===== src/rtl/branch_predictor.sv =====
// branch_predictor: direct-mapped BTB with 2-bit saturating counters and retire statistics
module branch_predictor #(
  parameter int IDX_W = 4
) (
  input  logic        clk,
  input  logic        reset,
  input  logic [15:0] iIfPc,
  input  logic        iIfValid,
  input  logic        iStall,
  input  logic        iFlush,
  input  logic        iUpdValid,
  input  logic [15:0] iUpdPc,
  input  logic        iUpdTaken,
  input  logic [15:0] iUpdTarget,
  input  logic        iUpdMispredict,
  output logic        oPredTaken,
  output logic [15:0] oPredTarget,
  output logic [15:0] oBranchCount,
  output logic [15:0] oMispredCount
);
  localparam int N  = 1 << IDX_W;
  localparam int TW = 15 - IDX_W;
  logic [N-1:0]     valid;
  logic [TW-1:0]    tags    [N];
  logic [15:0]      targets [N];
  logic [1:0]       ctrs    [N];
  logic [IDX_W-1:0] l_idx, u_idx;
  logic [TW-1:0]    l_tag, u_tag;
  logic             l_taken, u_hit;
  logic [1:0]       u_ctr;
  // lookup and update decode against the current (pre-write) table contents
  always_comb begin
    l_idx   = iIfPc[IDX_W:1];
    l_tag   = iIfPc[15:IDX_W+1];
    l_taken = iIfValid && valid[l_idx] && (tags[l_idx] == l_tag) && ctrs[l_idx][1];
    u_idx   = iUpdPc[IDX_W:1];
    u_tag   = iUpdPc[15:IDX_W+1];
    u_hit   = valid[u_idx] && (tags[u_idx] == u_tag);
    u_ctr   = iUpdTaken ? ((ctrs[u_idx] == 2'b11) ? 2'b11 : ctrs[u_idx] + 2'd1)
                        : ((ctrs[u_idx] == 2'b00) ? 2'b00 : ctrs[u_idx] - 2'd1);
  end
  // table training: hits move the counter, taken misses allocate in weak-taken
  always_ff @(posedge clk) begin
    if (reset) begin
      valid <= '0;
      for (int i = 0; i < N; i++) ctrs[i] <= 2'b00;
    end else if (iUpdValid) begin
      if (u_hit) begin
        ctrs[u_idx] <= u_ctr;
        if (iUpdTaken) targets[u_idx] <= iUpdTarget;
      end else if (iUpdTaken) begin
        valid[u_idx]   <= 1'b1;
        tags[u_idx]    <= u_tag;
        targets[u_idx] <= iUpdTarget;
        ctrs[u_idx]    <= 2'b10;
      end
    end
  end
  // ID-aligned prediction register; flush beats stall
  always_ff @(posedge clk) begin
    if (reset || iFlush) begin
      oPredTaken  <= 1'b0;
      oPredTarget <= 16'h0000;
    end else if (!iStall) begin
      oPredTaken  <= l_taken;
      oPredTarget <= l_taken ? targets[l_idx] : 16'h0000;
    end
  end
  // saturating retire statistics
  always_ff @(posedge clk) begin
    if (reset) begin
      oBranchCount  <= 16'h0000;
      oMispredCount <= 16'h0000;
    end else begin
      oBranchCount  <= oBranchCount + {15'd0, iUpdValid && (oBranchCount != 16'hFFFF)};
      oMispredCount <= oMispredCount + {15'd0, iUpdValid && iUpdMispredict && (oMispredCount != 16'hFFFF)};
    end
  end
endmodule


===== config.mk =====
export PLATFORM = sky130hd
export DESIGN_NAME = branch_predictor
export DESIGN_NICKNAME = d
export VERILOG_FILES = /design/src/rtl/branch_predictor.sv
export SDC_FILE = /design/constraint.sdc
export NUM_CORES = 1
export LEC_CHECK = 0
export CORE_ASPECT_RATIO = 0.75
export CORE_MARGIN = 5
export CORE_UTILIZATION = 30
export CTS_CLUSTER_DIAMETER = 150
export DETAILED_ROUTE_END_ITERATION = 10
export GPL_ROUTABILITY_DRIVEN = 0
export PLACE_DENSITY = 0.45
export SLEW_MARGIN = 0
export SYNTH_ARGS = -nofsm -noshare
export SYNTH_HDL_FRONTEND = slang
export SYNTH_SLANG_ARGS = --single-unit

===== constraint.sdc =====
create_clock -name clk -period 4.75 [get_ports clk]
set_input_delay 0.95 -clock clk [delete_from_list [all_inputs] [get_ports clk]]
set_output_delay 0.95 -clock clk [all_outputs]
set_load 0.01 [all_outputs]

**Word-level counts from Yosys, hierarchy flattened**

Memories as Yosys holds them, arrays and structs flattened.
Cells that the tools add are included.

- Bitwise operators: 4
- Magnitude comparators: 3
- Mux-type cells: 30
- Equal/unequal tests: 5
- Add/sub/neg operators: 4
- Reduce and logical (&&, ||, !) cells: 12

Operators with widths:

| operator | number |
|---|---|
| adder 16 x 1 -> 16 bit | 2 |
| two-way mux 16 bit | 2 |
| inequality test 16 bit, second input constant | 2 |
| equality test 11 bit | 2 |
| two-way mux 1 bit | 19 |
| bitwise OR 16 bit | 1 |
| < comparator 4 x 5 -> 1 bit, second input constant | 2 |
| two-way mux 2 bit | 5 |
| binary-select mux 1 bit (select 4 bit) | 2 |
| logical AND 1 bit | 8 |
| demux 1 bit (select 4 bit) | 1 |
| greater-or-equal comparator 4 x 1 -> 1 bit, second input constant | 1 |
| two-way mux 4 bit | 1 |
| AND reduction 3 bit | 1 |
| adder 2 x 1 -> 2 bit, second input constant | 1 |
| equality test 2 bit, second input constant | 1 |
| logical NOT 2 bit | 1 |
| bitwise OR 1 bit | 2 |
| OR reduction 2 bit | 1 |
| subtractor 2 x 1 -> 2 bit, second input constant | 1 |
| logical OR 1 bit | 1 |
| NOT 1 bit | 1 |

- Register bits after elaboration: 65
- Word-level logic and storage cells: 66
- RAM bits: 464
- Memories: 3
- Bits of input ports: 56

Memories:

| name | depth | width | rd ports | clocked after Yosys merged registers in | write ports | line | RTL |
|---|---|---|---|---|---|---|---|
| targets | 16 | 16 | 1 | 0 | 1 | 25 | `logic [15:0] targets [N];` |
| tags | 16 | 11 | 2 | 0 | 1 | 24 | `logic [TW-1:0] tags [N];` |
| ctrs | 16 | 2 | 2 | 0 | 16 | 26 | `logic [1:0] ctrs [N];` |

**Logic depth before layout (Yosys ltp)**

Gate-level depths: netlist (run 1).

- Word-level depth: 10
- Mapped depth: 13
- Depth with buffers taken out: 12

**Worst setup path after synthesis (run 1)**

Ideal clock, no wire load.

- Path type: input to register
- Start: input port iUpdPc[3]
- End: memory tags[0][0] (netlist name), enable pin
- Data required time: 4.357 ns
- Path slack: 0.687 ns
- Library setup time: 0.393 ns
- Cell stages on the path: 12
- Arrival time: 3.670 ns
- Cell sequence: buf_4 -> buf_4 -> mux2i_1 -> mux4_2 -> mux2i_1 -> xor2_1 -> a211oi_1 -> and4_2 -> and2_4 -> buf_6 -> buf_2 -> nor3_1

- Longest elaborated chain between the ends: 7
- Elaborated cells between the ends (all ways): 9
- Classes of those cells: eq/ne: 1; mux: 6; reduce/logical: 1; memory: 1

RTL lines:

| element | line | RTL |
|---|---|---|
| from (decl) | 12 | `input logic [15:0] iUpdPc,` |
| memory (16 x 11 bit) or binary-select mux 1 bit (select 4 bit) (tied branches) | - |  |
| equality test 11 bit or two-way mux 1 bit (tied branches) | 38 | `u_hit = valid[u_idx] && (tags[u_idx] == u_tag);` |
| logical AND 1 bit | 38 |  |
| two-way mux 1 bit | 48 | `if (u_hit) begin` |
| two-way mux 1 bit | 47 | `end else if (iUpdValid) begin` |
| two-way mux 1 bit | 44 | `if (reset) begin` |
| two-way mux 1 bit (implied by the code) | 53 | `tags[u_idx] <= u_tag;` |
| to (decl) | 24 |  |

Parallel ways exist; a longest one is shown, timed or not. The select of a mux whose other input is x is not followed.

**Worst setup path in the final report (run 1)**

- Start: input port iUpdPc[3]
- End: memory tags[0][2] (netlist name), enable pin

Same word-level chain as after synthesis.

==> run_results.csv, run 1 <==
group,metric,value,unit
status,outcome,"finished, final reports clean",
logic_synthesis,synth_top_area_frac,0.6044,
detailed_routing,vias,12870,
worst_setup_path,worstSetupPathType,"in -> reg",
worst_setup_path,path_cells,"buf_2 -> buf_4 -> mux4_2 -> mux2i_1 -> a21oi_1 -> xnor2_1 -> and4_2 -> and2_4 -> buf_4 -> nor3_2 -> buf_12",
power,ir_drop,0.2466,mV
finish,layout-drive-gt1-share,0.2811,
logic_synthesis,async_flop_share,0,
cts,cts_tree,"built",
detailed_routing,wl_per_cell,24.94,um
logic_synthesis,seq_area_frac_synth,0.6608,
logic_synthesis,synth_nets,1369,
sta,fmax,252.0,MHz
die,fp.coreArea,76520,sq um
finish,nNetsFinal,1553,
global_route,overflow,0,
logic_synthesis,yosysMostFrequentCell,"edfxtp_1",
sta,slew_headroom,0.3101,
global_route,antenna_found_initial,2,
global_route,grt_max_degree,67,
logic_synthesis,netlist_instances,1309,
cts,cts_root_buf,"clkbuf_16",
worst_setup_path,critPathSlowestCell,"buf_2",
logic_synthesis,synthTopCellsByCount,"edfxtp_1, mux4_2, dfxtp_1, nand2_1, nor2_1",
global_route,grt_pass1_wl,93.85,mm
die,die_w,330.1,um
logic_synthesis,avgSynthCellArea,17.61,sq um
cts,clkTransAtPathRegs,0.06,ns
cts,worstSkewPairLatency,0.61,ns
detailed_routing,ant_nets,0,
logic_synthesis,synthTopCellsByArea,"edfxtp_1, mux4_2, dfxtp_1, mux2i_1, xor2_1",
die,start_util,0.3013,
detailed_routing,wl,64.16,mm
global_route,grt_pass1_vias,13100,
sta,rsz0062_at_grt,"no",
sta,fin_tns_setup,0,ns
worst_setup_path,worstPathMaxFanout,21,
finish,regArea,15230,sq um
cts,ctsHoldBuffers,0,
worst_setup_path,cp-end-kind,"register",
finish,nFillCells,7208,
sta,slew_viol_final,0,
worst_setup_path,cp_common_cell,"buf_4",
sta,finalHoldViolCount,0,
hold_path,hp-class,"reg -> reg",
sta,setup_violations,0,
power,p_leak,0.008852,uW
die,die_height,250.1,um
cts,cts_resized,0,
place,post-place-ws,0.1975,ns
die,die_area,82550,sq um
logic_synthesis,synth_largest_area_cell,"edfxtp_1",
logic_synthesis,ys_seq_elements,529,
finish,multi_input_area,7331,sq um
sta,finalClockSkew,0.01371,ns
finish,syn_to_final_growth,19.92,%
detailed_routing,drc,0,
logic_synthesis,ys.flop_type,"edfxtp_1",
die,ios,105,
cts,cts_setup_buffers,0,
logic_synthesis,synth_edf_count,464,
detailed_routing,first_pass_iters,5,
cts,cts_buffers,55,
detailed_routing,drtIter0Drc,1096,
place,hpwl,40.25,mm
logic_synthesis,syn_area,23050,sq um
cts,cts.sinks,529,
worst_setup_path,cp-start-kind,"input pin",
cts,h-tree-depth,2,
sta,fin_crit_sh,0.8356,
power,p_per_area,356.9,nW/um^2
detailed_routing,vias_per_cell,5.002,
worst_setup_path,cpPeakStageDelay,0.49,ns
worst_setup_path,worstPathArrival,4.28,ns
logic_synthesis,yosys_warnings,0,
die,core.rowCount,88,
sta,period_needed,3.969,ns
cts,clockBufferDepth,3,
logic_synthesis,synth_cell_types,64,
sta,tightest_slew,1.035,ns
worst_setup_path,crit_required,5.06,ns
power,power.total,9867,uW
global_route,grt_usage,0.1544,
place,numPortBuffers,102,
sta,layout_setup_ws,0.7811,ns
job,max_cap_violations,0,
[placed cells by master (no fill, tap or decap), types with 7 or more instances in the layout]
master and n:
or3_1 10, nor3_1 19, inv_1 25, xnor2_1 18
mux4_2 165, o31ai_1 14, a21oi_1 13, o21ai_0 23
nand3_1 30, nor3_2 16, xor2_1 31, dfxtp_1 65
clkinv_1 15, buf_4 100, mux2i_1 37, o21ai_2 9
nand2b_1 20, nor2_2 16, o21bai_1 16, clkinv_2 10
clkbuf_16 57, nor2b_1 10, clkdlybuf4s50_1 94, nand2_1 65
mux2_2 20, a221oi_1 8, clkbuf_1 15, buf_12 15
edfxtp_1 464, mux4_1 7, nor2_1 39, and4_1 17
o22ai_1 9
[flip-flops by register name (all words and copies together), names as in the netlist]
name / flops
ctrs: 32
oBranchCount: 16
oMispredCount: 16
oPredTaken: 1
oPredTarget: 16
tags: 176
targets: 256
valid: 16
[report_power, final]
part           switching (uW)  internal [uW]  leakage [uW]
clock network            1800           2260      0.000814
registers                21.6           5090       0.00473
logic                     386            311       0.00331
[critical path, delay by kind of cell]
kind	cells	cell delay (ns)
buffers and inverters	4	1.27
muxes	2	0.70
xor gates and xnor gates	1	0.17
and+or+nand+nor	3	0.97
AOI/OAI and AO/OA	1	0.15
[area by class of cell]
class / count / share of cell area
Tap cell: 1035 / 0.04684
Antenna cell: 1 / 0.00009051
Timing Repair Buffer: 214 / 0.07327
Clock inverter: 28 / 0.005974
Inverter: 26 / 0.003530
Clock buffer: 73 / 0.05413
Multi-Input combinational cell: 667 / 0.2651
Sequential cell: 529 / 0.5510
[worst paths after layout]
check              from    endpoint  slack (ns)  cells after the start
min          oPredTaken  oPredTaken        0.44                      2
min reg2reg  oPredTaken  oPredTaken        0.44                      2
max reg2reg  tags[7][9]  tags[0][2]        1.56                      9
max           iUpdPc[3]  tags[0][2]        0.78                     11
[layer usage]
layer | global-route usage | up-vias | wire length (um) | share of wire
met5 | 0 | - | 13 | 0.00020
met3 | 0.03276 | 48 | 3878 | 0.060
met1 | 0.2430 | 6794 | 31800 | 0.50
met4 | 0.02804 | 2 | 817 | 0.013
li1 | - | 5680 | - | -
met2 | 0.2214 | 345 | 27650 | 0.43
[through the flow]
stage / area [sq um] / hold WS [ns] / utilization / cells
2_1_floorplan: 23050 / 0.4483 / - / 1309
5_1_grt: 27650 / 0.4618 / 0.3613 / 2572
3_5_place_dp: 25980 / 0.4357 / 0.3396 / 2471
4_1_cts: 27650 / 0.4456 / 0.3613 / 2572
3_3_place_gp: 25980 / 0.4287 / 0.3396 / 2471
6_report: 27650 / 0.4418 / 0.3613 / 2573
[cell families after synthesis]
group                    share of synthesized area
adder cells (fa/ha/maj)                   0.002659
XOR/XNOR                                   0.01861
AO/OA/AOI/OAI                              0.03615
AND/OR/NAND/NOR                            0.06013
flip-flops                                  0.6608
buffers and inverters                      0.02665
multiplexers                                0.1950
Note: power is estimated with default switching activity, not from simulation.
==> inputs of run 2 (changes only) <==
==> constraint.sdc (replaced) <==
create_clock -name clk -period 4 [get_ports clk]
set_input_delay 0.8 -clock clk [delete_from_list [all_inputs] [get_ports clk]]
set_output_delay 0.8 -clock clk [all_outputs]
set_load 0.01 [all_outputs]
==> run 2 against run 1 <==
  * Highest routed layer unchanged
  * Sequential share of layout area fell by 1.1 points
  * Largest cell class unchanged
  * Critical path depth down 1
  * Clock power increased by 31%
  * Critical endpoint is now tags[11][10]
==> run_results.csv, run 2 (synthesis results as in run 1) <==
group,metric,value,unit
finish,nNetsFinal,1583,
power,ir_drop,0.3411,mV
power,switching_share,0.2205,
die,core.rowCount,88,
cts,clkTransAtPathRegs,0.06,ns
worst_setup_path,r2r_setup_slack,0.95,ns
place,hpwl,41.18,mm
sta,layout_setup_ws,0.5266,ns
finish,finalCoreUtilization,0.3684,
cts,cts_tree,"built",
place,post-place-ws,-0.1209,ns
worst_setup_path,timing.rr.start,"tags[7][6]",
worst_setup_path,cp-start-kind,"input pin",
sta,fin_tns_setup,0,ns
finish,regArea,15230,sq um
finish,syn_to_final_growth,22.29,%
worst_setup_path,cpPeakStageDelay,0.52,ns
job,max_cap_violations,0,
power,internal_power,9547,uW
worst_setup_path,endpoint,"tags[11][10]",
sta,fin_crit_sh,0.8683,
sta,fmax,287.9,MHz
die,fp.coreArea,76520,sq um
cts,ctsHoldBuffers,0,
die,ios,105,
cts,cts_resized,0,
detailed_routing,ant_nets,0,
place,numPortBuffers,102,
sta,tightest_slew,0.7852,ns
sta,finalHoldViolCount,0,
detailed_routing,first_pass_iters,5,
sta,period_needed,3.473,ns
cts,worstSkewPairLatency,0.63,ns
sta,setup_violations,0,
detailed_routing,wl_per_cell,24.66,um
finish,top_regs,"targets (256), tags (176), ctrs (32)",
power,clkPwrFrac,0.434,
cts,clockBufferDepth,3,
global_route,grt_pass1_wl,94.16,mm
die,die_area,82550,sq um
worst_setup_path,r2r-end,"ctrs[14][0]",
finish,most-common-layout-cells,"edfxtp_1, mux4_2, buf_4, clkdlybuf4s50_1",
power,switchingPower,2700,uW
sta,rsz0062_at_grt,"no",
global_route,antenna_found_initial,2,
detailed_routing,wl,64.25,mm
sta,slew_headroom,0.4753,
sta,finalClockSkew,0.02558,ns
finish,multi_input_area,7331,sq um
cts,cts_root_buf,"clkbuf_16",
global_route,grt_max_degree,66,
worst_setup_path,crit_required,4.33,ns
detailed_routing,drtIter0Drc,974,
worst_setup_path,critPathSlowestCell,"mux4_2",
power,p_per_area,434.4,nW/um^2
worst_setup_path,crit_cells,10,
detailed_routing,vias_per_cell,4.967,
worst_setup_path,worstPathMaxFanout,19,
worst_setup_path,path_delay_family,"simple AND/OR/NAND/NOR gates",
power,power_frac_comb,0.070,
worst_setup_path,crit_buf_inv,3,
worst_setup_path,ff2ff_path_depth,8,
detailed_routing,drc,0,
die,start_util,0.3013,
global_route,grt_usage,0.1546,
die,die_height,250.1,um
finish,top_register,"targets",
worst_setup_path,worstSetupPathType,"in -> reg",
cts,cts_setup_buffers,0,
finish,final_common_cell,"edfxtp_1",
finish,layout-drive-gt1-share,0.3006,
status,outcome,"finished, final reports clean",
global_route,grt_pass1_vias,13450,
finish,nFillCells,7075,
worst_setup_path,cp-end-kind,"register",
power,p_leak,0.009126,uW
worst_setup_path,worstPathArrival,3.81,ns
finish,largest_register_ffs,256,
cts,cts_buffers,56,
worst_setup_path,path_cells,"buf_2 -> buf_4 -> mux4_2 -> mux2i_1 -> xnor2_1 -> a211oi_1 -> and4_2 -> and2_4 -> nor3_2 -> buf_4",
power,seq_power_share,0.496,
worst_setup_path,crit_start,"iUpdPc[2]",
cts,h-tree-depth,2,
detailed_routing,vias,12940,
cts,cts.sinks,529,
global_route,overflow,0,
sta,slew_viol_final,0,
die,die_w,330.1,um
worst_setup_path,cp_common_cell,"buf_4",
hold_path,hp-class,"reg -> reg",
## run 2: cell types whose count changed in the layout (fill, tap and decap cells not counted)
cell	before	now
buf_4	100	121
buf_12	15	23
clkbuf_8	2	8
clkinv_1	15	9
bufinv_16	1	6
clkinv_2	10	8
clkinvlp_4	1	3
clkbuf_1	15	14
clkbuf_16	57	56
clkinv_16	0	1
inv_16	0	1
inv_6	1	0
## run 2: worst min-delay path by stage
stage	slack (ns)	depth (start not counted)	endpoint	start
after detailed placement	0.43	2	oPredTaken	oPredTaken
final	0.44	2	oPredTaken	oPredTaken
after global placement	0.43	2	oPredTaken	oPredTaken
after global routing	0.44	2	oMispredCount[1]	reset
after floorplan	0.45	2	valid[10]	valid[10]
after CTS	0.42	2	oMispredCount[1]	reset
## run 2: metrics by stage
step	instance area, sq um	instances	hold slack [ns]	power (uW)
2_1_floorplan	23050	1309	0.4483	6678
3_3_place_gp	26300	2500	0.4304	7054
3_5_place_dp	26300	2500	0.4323	7060
4_1_cts	28190	2605	0.4179	12430
5_1_grt	28190	2605	0.4402	12720
6_report	28190	2606	0.4401	12250
## run 2: metal layers
layer	share of wire	vias to the layer above	routed length, um	track usage
met5	0.00020	-	13	0
met4	0.018	2	1150	0.03375
met3	0.066	75	4213	0.03695
met2	0.44	341	28310	0.2290
met1	0.48	6794	30570	0.2319
li1	-	5731	-	-
## run 2: area by class of cell
| cell class | instances | area share |
|---|---|---|
| Antenna cell | 1 | 0.00008876 |
| Clock buffer | 77 | 0.05499 |
| Clock inverter | 28 | 0.01203 |
| Inverter | 26 | 0.003462 |
| Multi-Input combinational cell | 667 | 0.2600 |
| Sequential cell | 529 | 0.5404 |
| Tap cell | 1035 | 0.04593 |
| Timing Repair Buffer | 243 | 0.08312 |
## run 2: power by group through the flow
stage	clock network, uW	logic, uW	registers [uW]
final	5320	853	6080
after global routing	5730	917	6080
after CTS	5480	870	6070
after detailed placement	0	867	6190
after global placement	0	863	6190
after floorplan	0	496	6180
## run 2: worst register-to-register path, stage by stage, from the launching register on
cell and delay (ns):
edfxtp_1 0.38, mux4_2 0.49, mux2i_1 0.27, xnor2_1 0.15, o41ai_1 0.37, and4_2 0.36
and2_4 0.38, buf_4 0.29, and4_1 0.22
==> inputs of run 3 (changes only) <==
--- a/config.mk
+++ b/config.mk
@@ -11,7 +11,7 @@
 export CTS_CLUSTER_DIAMETER = 150
 export DETAILED_ROUTE_END_ITERATION = 10
 export GPL_ROUTABILITY_DRIVEN = 0
-export PLACE_DENSITY = 0.45
+export PLACE_DENSITY_LB_ADDON = 0.3
 export SLEW_MARGIN = 0
 export SYNTH_ARGS = -nofsm -noshare
 export SYNTH_HDL_FRONTEND = slang
==> run 3 against run 2 <==
  * Wire length is 4.8% lower
  * Critical path type unchanged
  * Design area is 0.51% lower
  * Highest routed layer is now met4
  * Clock skew is 0.041 ns higher
  * Cell count is 0.50% lower
  * Global-route usage is 0.81 points lower
  * Maximum frequency is 5.8% lower
  * Critical path depth is 1 higher
  * Flip-flop and latch count stayed put
  * Clock power is 0.9% lower
==> run_results.csv, run 3 (synthesis results as in run 1) <==
group,metric,value,unit
detailed_routing,ant_nets,0,
finish,top_register,"targets",
status,outcome,"finished, final reports clean",
die,fp.coreArea,76520,sq um
worst_setup_path,cp-start-kind,"input pin",
hold_path,whs_endpoint,"oPredTaken",
finish,syn_to_final_growth,21.67,%
cts,cts_buffers,56,
cts,worstSkewPairLatency,0.65,ns
power,ir_drop,0.3304,mV
finish,nNetsFinal,1571,
global_route,overflow,0,
die,ios,105,
sta,fin_crit_sh,0.9220,
cts,clockBufferDepth,3,
power,p_per_area,434.5,nW/um^2
detailed_routing,wl,61.19,mm
cts,cts_setup_buffers,0,
hold_path,min_from,"oPredTaken",
place,post-place-ws,-0.2461,ns
sta,holdWs,0.4386,ns
finish,layout-drive-gt1-share,0.2943,
finish,finalInstanceArea,28050,sq um
die,die_area,82550,sq um
global_route,grt_max_degree,67,
detailed_routing,first_pass_iters,5,
global_route,grt_usage,0.1465,
die,die_w,330.1,um
place,placed_area,26160,sq um
finish,largest_register_ffs,256,
detailed_routing,drtIter0Drc,1127,
sta,rsz0062_at_grt,"no",
sta,setup_violations,0,
sta,period_needed,3.688,ns
place,numPortBuffers,102,
sta,finalHoldViolCount,0,
detailed_routing,vias,13090,
finish,final_common_cell,"edfxtp_1",
finish,nFillCells,7046,
place,hpwl,38.52,mm
die,core.rowCount,88,
worst_setup_path,worstPathArrival,4.15,ns
hold_path,hp-class,"reg -> reg",
finish,finalCoreUtilization,0.3665,
worst_setup_path,timing.rr.start,"valid[3]",
power,power.total,12190,uW
sta,layout_setup_ws,0.3119,ns
finish,top_regs,"targets (256), tags (176), ctrs (32)",
global_route,grt_pass1_wl,90.43,mm
cts,h-tree-depth,2,
die,die_height,250.1,um
worst_setup_path,cp-end-kind,"register",
cts,cts_resized,0,
sta,slew_headroom,0.5206,
worst_setup_path,crit_required,4.46,ns
job,max_cap_violations,0,
sta,tightest_slew,0.7174,ns
detailed_routing,vias_per_cell,5.047,
power,p_leak,0.009056,uW
cts,clkTransAtPathRegs,0.06,ns
global_route,antenna_found_initial,2,
cts,cts.sinks,529,
worst_setup_path,worstPathMaxFanout,32,
die,start_util,0.3013,
worst_setup_path,r2r-end,"ctrs[2][0]",
worst_setup_path,ff2ff_path_depth,10,
hold_path,whs_path_depth,2,
cts,ctsHoldBuffers,0,
sta,fmax,271.1,MHz
detailed_routing,drc,0,
finish,most-common-layout-cells,"edfxtp_1, mux4_2, buf_4, clkdlybuf4s50_1",
worst_setup_path,r2r_setup_slack,0.83,ns
cts,cts_tree,"built",
detailed_routing,wl_per_cell,23.60,um
cts,cts_root_buf,"clkbuf_16",
global_route,grt_pass1_vias,13430,
worst_setup_path,worstSetupPathType,"in -> reg",
sta,finalClockSkew,0.06624,ns
sta,slew_viol_final,0,
==> run 3: changes by cell type in the layout (fill, tap and decap cells not counted), sizes merged <==
cell / change
clkinv: +4
diode: +1
clkbuf: -4
clkinvlp: -3
buf: -11
==> run 3: report_power, final <==
| group | switching (uW) | total [uW] | leakage [uW] | internal (uW) |
|---|---|---|---|---|
| clock | 2200 | 5270 | 0.000918 | 3070 |
| combinational | 455 | 840 | 0.00341 | 385 |
| sequential | 26.4 | 6080 | 0.00473 | 6050 |
==> run 3: area by class of cell <==
cell class | count | area [sq um] | area share
repair buffers | 231 | 2201 | 0.07846
clock inverters | 29 | 366.6 | 0.01307
clock buffers | 74 | 1519 | 0.05415
diodes | 2 | 5.005 | 0.0001784
well taps | 1035 | 1295 | 0.04617
inverters | 26 | 97.59 | 0.003479
flip-flops and latches | 529 | 15230 | 0.5431
multi-input cells | 667 | 7331 | 0.2614
==> run 3: per-layer routing <==
layer,routed length [um],track usage,vias up
li1,-,-,5705
met1,27400,0.2135,6864
met2,28650,0.2287,444
met3,4118,0.02904,75
met4,1022,0.03229,0
met5,0,0,-
==> run 3: worst max-delay path, cell delays in order <==
cell	delay, ns
clkdlybuf4s50_1	0.57
buf_4	0.29
a221oi_1	0.33
o21ai_0	0.18
buf_4	0.18
a211o_1	0.26
o32ai_1	0.16
and4_2	0.35
and2_4	0.34
buf_4	0.41
and4_1	0.25
==> run 3: per-stage QoR <==
step / instances / setup TNS [ns]
after floorplan: 1309 / 0
after global placement: 2488 / -3.263
after detailed placement: 2488 / -9.469
after CTS: 2591 / 0
after global routing: 2593 / 0
final: 2593 / 0
==> run 3: worst max-delay path by stage <==
stage                          from     endpoint  slack (ns)
after floorplan           iUpdPc[3]   tags[0][0]        0.09
after global placement    iUpdPc[4]   ctrs[0][0]       -0.17
after detailed placement  iUpdPc[4]  ctrs[15][0]       -0.25
after CTS                 iUpdPc[4]   ctrs[8][0]        0.42
after global routing      iUpdPc[4]   ctrs[6][0]        0.24
final                     iUpdPc[4]   ctrs[2][0]        0.31
